--- config.mk ---
export PLATFORM = sky130hd
export DESIGN_NAME = mem_access_unit_flat
export DESIGN_NICKNAME = d
export VERILOG_FILES = /design/src/rtl/mem_access_unit_pkg.sv /design/src/rtl/mem_access_unit_if.sv /design/src/rtl/mem_lane_align.sv /design/src/rtl/mem_access_unit.sv /design/src/flat_wrapper.sv
export SDC_FILE = /design/constraint.sdc
export NUM_CORES = 1
export LEC_CHECK = 0
export ABC_CLOCK_PERIOD_IN_PS = 9700
export CAP_MARGIN = 20
export CORE_MARGIN = 5
export CORE_UTILIZATION = 48
export CTS_BUF_LIST = sky130_fd_sc_hd__clkbuf_4 sky130_fd_sc_hd__clkbuf_8
export CTS_CLUSTER_SIZE = 20
export DETAILED_ROUTE_END_ITERATION = 10
export GPL_ROUTABILITY_DRIVEN = 0
export PLACE_DENSITY = 0.89
export REMOVE_ABC_BUFFERS = 1
export SYNTH_ARGS = -nofsm -noshare
export SYNTH_HDL_FRONTEND = slang
export SYNTH_SLANG_ARGS = --single-unit
--- constraint.sdc ---
create_clock -name clk -period 9.7 [get_ports clk]
set_input_delay 0.97 -clock clk [delete_from_list [all_inputs] [get_ports clk]]
set_output_delay 0.97 -clock clk [all_outputs]
set_load 0.02 [all_outputs]
--- src/rtl/mem_access_unit_pkg.sv ---
// Shared opcodes, funct3 codes, FSM states and access-size helpers for the
// MEM-stage data-memory access engine.
package mem_access_unit_pkg;

  localparam logic [6:0] OP_LOAD  = 7'b0000011;
  localparam logic [6:0] OP_STORE = 7'b0100011;

  localparam logic [2:0] F3_LB  = 3'b000;
  localparam logic [2:0] F3_LH  = 3'b001;
  localparam logic [2:0] F3_LW  = 3'b010;
  localparam logic [2:0] F3_LBU = 3'b100;
  localparam logic [2:0] F3_LHU = 3'b101;
  localparam logic [2:0] F3_SB  = 3'b000;
  localparam logic [2:0] F3_SH  = 3'b001;
  localparam logic [2:0] F3_SW  = 3'b010;

  typedef enum logic [1:0] {
    ST_IDLE = 2'd0,
    ST_BUSY = 2'd1,
    ST_DONE = 2'd2
  } state_t;

  typedef enum logic [1:0] {
    SZ_BYTE = 2'd0,
    SZ_HALF = 2'd1,
    SZ_WORD = 2'd2
  } size_t;

  // Undefined funct3 codes fall back to a full-word access.
  function automatic size_t access_size(input logic [2:0] funct3, input logic is_load);
    size_t sz;
    sz = SZ_WORD;
    if (is_load) begin
      if (funct3 == F3_LB || funct3 == F3_LBU) sz = SZ_BYTE;
      else if (funct3 == F3_LH || funct3 == F3_LHU) sz = SZ_HALF;
    end else begin
      if (funct3 == F3_SB) sz = SZ_BYTE;
      else if (funct3 == F3_SH) sz = SZ_HALF;
    end
    return sz;
  endfunction

  function automatic logic is_misaligned(input size_t sz, input logic [1:0] off);
    logic mis;
    mis = 1'b0;
    if (sz == SZ_HALF) mis = off[0];
    else if (sz == SZ_WORD) mis = (off != 2'b00);
    return mis;
  endfunction

endpackage

--- src/rtl/mem_access_unit_if.sv ---
// Request/acknowledge data-memory port between the MEM stage and DRAM.
// Handshake: req stays high with addr/we/wdata/wstrb stable until the cycle ack
// is high; ack completes the transfer and rdata is valid in that same cycle.
interface mem_access_unit_if;
  logic        req;
  logic        we;
  logic [31:0] addr;
  logic [31:0] wdata;
  logic [3:0]  wstrb;
  logic        ack;
  logic [31:0] rdata;

  modport master (output req, we, addr, wdata, wstrb, input ack, rdata);
  modport slave  (input req, we, addr, wdata, wstrb, output ack, rdata);
endinterface

--- src/rtl/mem_lane_align.sv ---
// Byte-lane steering: store strobes/replicated data and load extraction with
// sign/zero extension, all from funct3 and the byte offset.
module mem_lane_align
  import mem_access_unit_pkg::*;
(
  input  logic [2:0]  funct3,
  input  logic [1:0]  off,
  input  logic [31:0] rd2,
  input  logic [31:0] rdata,
  output logic [3:0]  wstrb,
  output logic [31:0] wdata,
  output logic [31:0] load_data
);

  logic [31:0] shifted;

  always_comb begin
    wstrb     = 4'b1111;
    wdata     = rd2;
    load_data = '0;
    shifted   = rdata >> {off, 3'b000};

    case (access_size(funct3, 1'b0))
      SZ_BYTE: begin
        wstrb = 4'b0001 << off;
        wdata = {4{rd2[7:0]}};
      end
      SZ_HALF: begin
        wstrb = 4'b0011 << off;
        wdata = {2{rd2[15:0]}};
      end
      default: begin
        wstrb = 4'b1111;
        wdata = rd2;
      end
    endcase

    case (funct3)
      F3_LB:   load_data = {{24{shifted[7]}}, shifted[7:0]};
      F3_LBU:  load_data = {24'd0, shifted[7:0]};
      F3_LH:   load_data = {{16{shifted[15]}}, shifted[15:0]};
      F3_LHU:  load_data = {16'd0, shifted[15:0]};
      default: load_data = shifted;
    endcase
  end

endmodule

--- src/rtl/mem_access_unit.sv ---
// MEM-stage data-memory access engine: issues one DRAM access per load/store,
// stalls the pipeline until it completes, and returns formatted load data.
module mem_access_unit
  import mem_access_unit_pkg::*;
#(
  parameter int TIMEOUT_CYCLES = 16,
  parameter int CNT_W          = 5
) (
  input  logic                      clk,
  input  logic                      rst,
  input  logic [31:0]               inst_i,
  input  logic [31:0]               alu_c_i,
  input  logic [31:0]               rD2_i,
  input  logic                      ram_we_i,
  mem_access_unit_if.master         dram,
  output logic                      mem_stall_o,
  output logic [31:0]               load_data_o,
  output logic                      load_valid_o,
  output logic                      misalign_o,
  output logic                      timeout_o,
  output state_t                    dbg_state_o
);

  localparam logic [CNT_W-1:0] CNT_MAX = CNT_W'(TIMEOUT_CYCLES - 1);

  state_t state, state_n;
  logic [CNT_W-1:0] cnt;
  logic [29:0] addr_q;
  logic [1:0]  off_q;
  logic [2:0]  f3_q;
  logic [31:0] rd2_q;
  logic        we_q, load_q, mis_q, to_q;
  logic [31:0] ld_q;

  logic [6:0]  opcode;
  logic [2:0]  funct3;
  logic        is_load, is_store, access, mis;
  logic        stall, req;
  logic [3:0]  fmt_wstrb;
  logic [31:0] fmt_wdata, fmt_load;
  logic        unused_inst;

  assign opcode      = inst_i[6:0];
  assign funct3      = inst_i[14:12];
  assign unused_inst = ^{inst_i[31:15], inst_i[11:7]};
  assign is_load     = (opcode == OP_LOAD);
  assign is_store    = (opcode == OP_STORE) && ram_we_i;
  assign access      = is_load || is_store;
  assign mis         = is_misaligned(access_size(funct3, is_load), alu_c_i[1:0]);

  // Formatting works from the latched access so the bus stays stable while the
  // pipeline inputs are frozen or changing.
  mem_lane_align u_align (
    .funct3    (f3_q),
    .off       (off_q),
    .rd2       (rd2_q),
    .rdata     (dram.rdata),
    .wstrb     (fmt_wstrb),
    .wdata     (fmt_wdata),
    .load_data (fmt_load)
  );

  always_comb begin
    state_n = state;
    stall   = 1'b0;
    req     = 1'b0;
    unique case (state)
      ST_IDLE: begin
        if (access) begin
          stall   = 1'b1;
          state_n = mis ? ST_DONE : ST_BUSY;
        end
      end
      ST_BUSY: begin
        req   = 1'b1;
        stall = 1'b1;
        if (dram.ack || cnt == CNT_MAX) state_n = ST_DONE;
      end
      ST_DONE: state_n = ST_IDLE;
      default: state_n = ST_IDLE;
    endcase
  end

  always_ff @(posedge clk or posedge rst) begin
    if (rst) begin
      state  <= ST_IDLE;
      cnt    <= '0;
      addr_q <= '0;
      off_q  <= '0;
      f3_q   <= '0;
      rd2_q  <= '0;
      we_q   <= 1'b0;
      load_q <= 1'b0;
      mis_q  <= 1'b0;
      to_q   <= 1'b0;
      ld_q   <= '0;
    end else begin
      state <= state_n;
      case (state)
        ST_IDLE: begin
          if (access) begin
            load_q <= is_load;
            mis_q  <= mis;
            to_q   <= 1'b0;
            cnt    <= '0;
            if (mis) begin
              ld_q <= '0;
            end else begin
              addr_q <= alu_c_i[31:2];
              off_q  <= alu_c_i[1:0];
              f3_q   <= funct3;
              rd2_q  <= rD2_i;
              we_q   <= is_store;
            end
          end
        end
        ST_BUSY: begin
          cnt <= cnt + CNT_W'(1);
          if (dram.ack) begin
            if (load_q) ld_q <= fmt_load;
          end else if (cnt == CNT_MAX) begin
            to_q <= 1'b1;
            ld_q <= '0;
          end
        end
        default: ;
      endcase
    end
  end

  // Gating with rst lets the stall release asynchronously even while the
  // frozen EX/MEM register still presents an access.
  assign mem_stall_o  = stall && !rst;
  assign dram.req     = req;
  assign dram.we      = we_q;
  assign dram.addr    = {addr_q, 2'b00};
  assign dram.wdata   = fmt_wdata;
  assign dram.wstrb   = we_q ? fmt_wstrb : 4'b0000;
  assign load_data_o  = ld_q;
  assign load_valid_o = (state == ST_DONE) && load_q;
  assign misalign_o   = (state == ST_DONE) && mis_q;
  assign timeout_o    = (state == ST_DONE) && to_q;
  assign dbg_state_o  = state;

endmodule

--- src/flat_wrapper.sv ---
// flat-port wrapper written by rule: the top's interface ports become plain ports
module mem_access_unit_flat import mem_access_unit_pkg::*;
#(
  parameter int TIMEOUT_CYCLES = 16,
  parameter int CNT_W          = 5
)
  (clk, rst, inst_i, alu_c_i, rD2_i, ram_we_i, mem_stall_o, load_data_o, load_valid_o, misalign_o, timeout_o, dbg_state_o, dram_req, dram_we, dram_addr, dram_wdata, dram_wstrb, dram_ack, dram_rdata);
  mem_access_unit_if dram_i ();
  input  logic clk;
  input  logic rst;
  input  logic [31:0] inst_i;
  input  logic [31:0] alu_c_i;
  input  logic [31:0] rD2_i;
  input  logic ram_we_i;
  output logic mem_stall_o;
  output logic [31:0] load_data_o;
  output logic load_valid_o;
  output logic misalign_o;
  output logic timeout_o;
  output state_t dbg_state_o;
  output wire logic [$bits(dram_i.req)-1:0] dram_req;
  output wire logic [$bits(dram_i.we)-1:0] dram_we;
  output wire logic [$bits(dram_i.addr)-1:0] dram_addr;
  output wire logic [$bits(dram_i.wdata)-1:0] dram_wdata;
  output wire logic [$bits(dram_i.wstrb)-1:0] dram_wstrb;
  input wire logic [$bits(dram_i.ack)-1:0] dram_ack;
  input wire logic [$bits(dram_i.rdata)-1:0] dram_rdata;
  assign dram_req = dram_i.req;
  assign dram_we = dram_i.we;
  assign dram_addr = dram_i.addr;
  assign dram_wdata = dram_i.wdata;
  assign dram_wstrb = dram_i.wstrb;
  assign dram_i.ack = dram_ack;
  assign dram_i.rdata = dram_rdata;
  mem_access_unit #(.TIMEOUT_CYCLES(TIMEOUT_CYCLES), .CNT_W(CNT_W)) u_core (.clk(clk), .rst(rst), .inst_i(inst_i), .alu_c_i(alu_c_i), .rD2_i(rD2_i), .ram_we_i(ram_we_i), .dram(dram_i), .mem_stall_o(mem_stall_o), .load_data_o(load_data_o), .load_valid_o(load_valid_o), .misalign_o(misalign_o), .timeout_o(timeout_o), .dbg_state_o(dbg_state_o));
endmodule
==> qor.yml <==
status: "complete, no violations"
grt_overflow_total: 0
synth_adder_area_share_pct: 0.444
final_cell_mix: "215 x clkdlybuf4s50_1, 110 x dfrtp_1, 82 x mux2_2"
rrSetupSlack_ps: 7020
vias: 4456
drc: 0
synth-xor-area-share_pct: 0
cts_max_path_buffers: 2
cts_buffers: 9
min_to: "u_core.rd2_q[30]"
final_common_cell: "clkdlybuf4s50_1"
synth_area_leaders: "dfrtp_1 49%, mux2_2 16%, mux2i_1 6.4%, mux2_4 5.6%, a211oi_1 2.8%"
worst-setup-path-type: "reg2out"
grt_pass1_wl_mm: 26.3
drt_pass1_iterations: 4
antenna_found_initial: 0
netlist_area_um2: 5630
finalSetupViolations: 0
period_needed_ps: 3820
power_mw: 1.16
leakagePower_nw: 3.57
fin_nets: 792
root_buffer: "clkbuf_8"
yosysTopAreaCellShare_pct: 48.9
grt_max_degree: 66
synth_mux_area_share_pct: 29.4
post_cts.repair.setup_buffers: 0
yosys.area_share.simple_pct: 6.91
relSlewSlack_pct: 44.3
grt.total_usage_pct: 23.1
synth-edff-count: 0
clk-insertion-delay-late_ps: 370
hold_start: "u_core.rd2_q[30]"
dieArea_um2: 14000
routedWlPerCell_um: 20.0
final_max_slew_viol_count: 0
dieWidth_um: 118
area_growth_syn_to_layout_pct: 41.7
syn_inst: 460
r2r_end: "u_core.addr_q[3]"
cts_hold_buffers: 0
rsz0062_at_grt: "false"
clock_skew_ps: 7.74
die_h_um: 118
ant_nets: 0
startpoint_type: "register"
ys.flop_type: "dfrtp_1"
synth_top_family_by_area: "multiplexers"
cts_tree: "built"
critPathArrivalTime_ps: 2850
synth_cell_types: 43
cp.required_ps: 8730
tns_ps: 0
rows: 39
clk_pin_slew_ps: 100
synth_area_leader_cell: "dfrtp_1"
clkSinkCount: 110
h-tree-depth: 3
post_drt_via_cell_ratio: 5.53
ioPinCount: 240
io_buffers: 215
endpoint_kind: "primary output"
max_slew.worst_pin.slew_ps: 835
initial_utilization_pct: 49.1
drt-total-wl_mm: 16.2
cap_violations: 0
hold_viol_final: 0
num-fill-cells: 806
ir_drop_v: 0.000113
diodes: 0
fin_crit_sh_pct: 39.4
ys_seq_elements: 110
ys_seq_area_share_pct: 48.9
timing.fmax_mhz: 262
r2r-start: "u_core.dbg_state_o[1]"
layout-drive-gt1-share_pct: 20.2
reg2reg_depth: 6
hpwl_mm: 12.2
synthArstFlopShare_pct: 100
core_area_um2: 11500
drtIter0Drc: 281
ys.warnings.count: 0
grt_pass1_vias: 4935
cts_resized: 0
syn_avg_cell_area_um2: 12.2
synth-compound-area-share_pct: 9.30
hp-class: "reg2reg"
power_density_nw_per_um2: 145
hold_depth: 1
cp_max_fo: 17
crit_start: "u_core.f3_q[0]"
through the flow:
step                      cell area [um^2]  util, %  cells  setup WS [ps]  hold WS [ps]
after floorplan                       5410        -    426           5830           454
after global placement                7790     67.9    790           5970           468
after detailed placement              7790     67.9    790           5960           480
after CTS                             7990     69.6    806           5850           506
after global routing                  7990     69.6    806           5730           523
final                                 7990     69.6    806           5880           509
report_power, final:
part / switching (mW) / internal [mW] / total (mW)
clock: 0.159 / 0.120 / 0.279
combinational: 0.167 / 0.178 / 0.345
sequential: 0.0369 / 0.500 / 0.537
total: 0.363 / 0.798 / 1.16
sequential cells by signal, indices dropped and copies added, names as in the netlist:
| name | flops |
|---|---|
| u_core.dbg_state_o | 2 |
| u_core.off_q | 2 |
| u_core.load_q | 1 |
| u_core.dram.we | 1 |
| u_core.to_q | 1 |
| u_core.addr_q | 30 |
| u_core.mis_q | 1 |
| u_core.cnt | 5 |
| u_core.load_data_o | 32 |
| u_core.rd2_q | 32 |
| u_core.f3_q | 3 |
critical path: stages, from the launching register on:
cell	delay (ps)
dfrtp_1	700
nor3_2	790
mux2_2	410
clkdlybuf4s50_1	580
cell type report:
cell class / instances / area, um^2 / area share [%]
Inverter: 14 / 55.1 / 0.689
Multi-Input combinational cell: 302 / 2600 / 32.6
Clock inverter: 3 / 26.3 / 0.329
Clock buffer: 13 / 173 / 2.16
Sequential cell: 110 / 2750 / 34.5
Tap cell: 143 / 179 / 2.24
Timing Repair Buffer: 221 / 2200 / 27.5
cells in the mapped netlist, types with 4 or more instances:
master,count
a211oi_1,21
a21oi_1,21
and2_1,6
buf_2,5
buf_4,15
buf_6,5
clkbuf_1,8
dfrtp_1,110
inv_1,14
mux2_2,82
mux2_4,21
mux2i_1,36
nand2_1,8
nand2b_1,4
nor2_1,38
nor2b_1,11
o21ai_0,20
routing by layer:
| layer | global-route usage, % | wire length (um) | up-vias |
|---|---|---|---|
| met5 | 0 | 0 | - |
| met4 | 7.38 | 310 | 0 |
| met3 | 8.74 | 1590 | 23 |
| met2 | 40.2 | 8200 | 180 |
| met1 | 26.4 | 6050 | 2217 |
| li1 | - | - | 2036 |
worst max path at each step:
stage,to,slack (ps),cells after the start
5_1_grt,dram_wdata[14],5730,3
6_report,dram_wdata[14],5880,3
3_5_place_dp,mem_stall_o,5960,6
3_3_place_gp,mem_stall_o,5970,6
2_1_floorplan,u_core.addr_q[0],5830,1
4_1_cts,dram_wdata[14],5850,3
cells by family after synthesis:
| kind of cell | count (synthesis) |
|---|---|
| compound gates | 77 |
| fa+ha+maj | 2 |
| buf+inv | 49 |
| flops | 110 |
| mux | 143 |
| other cells | 1 |
| simple gates | 78 |
No activity file was read; power rests on OpenSTA's default activity.
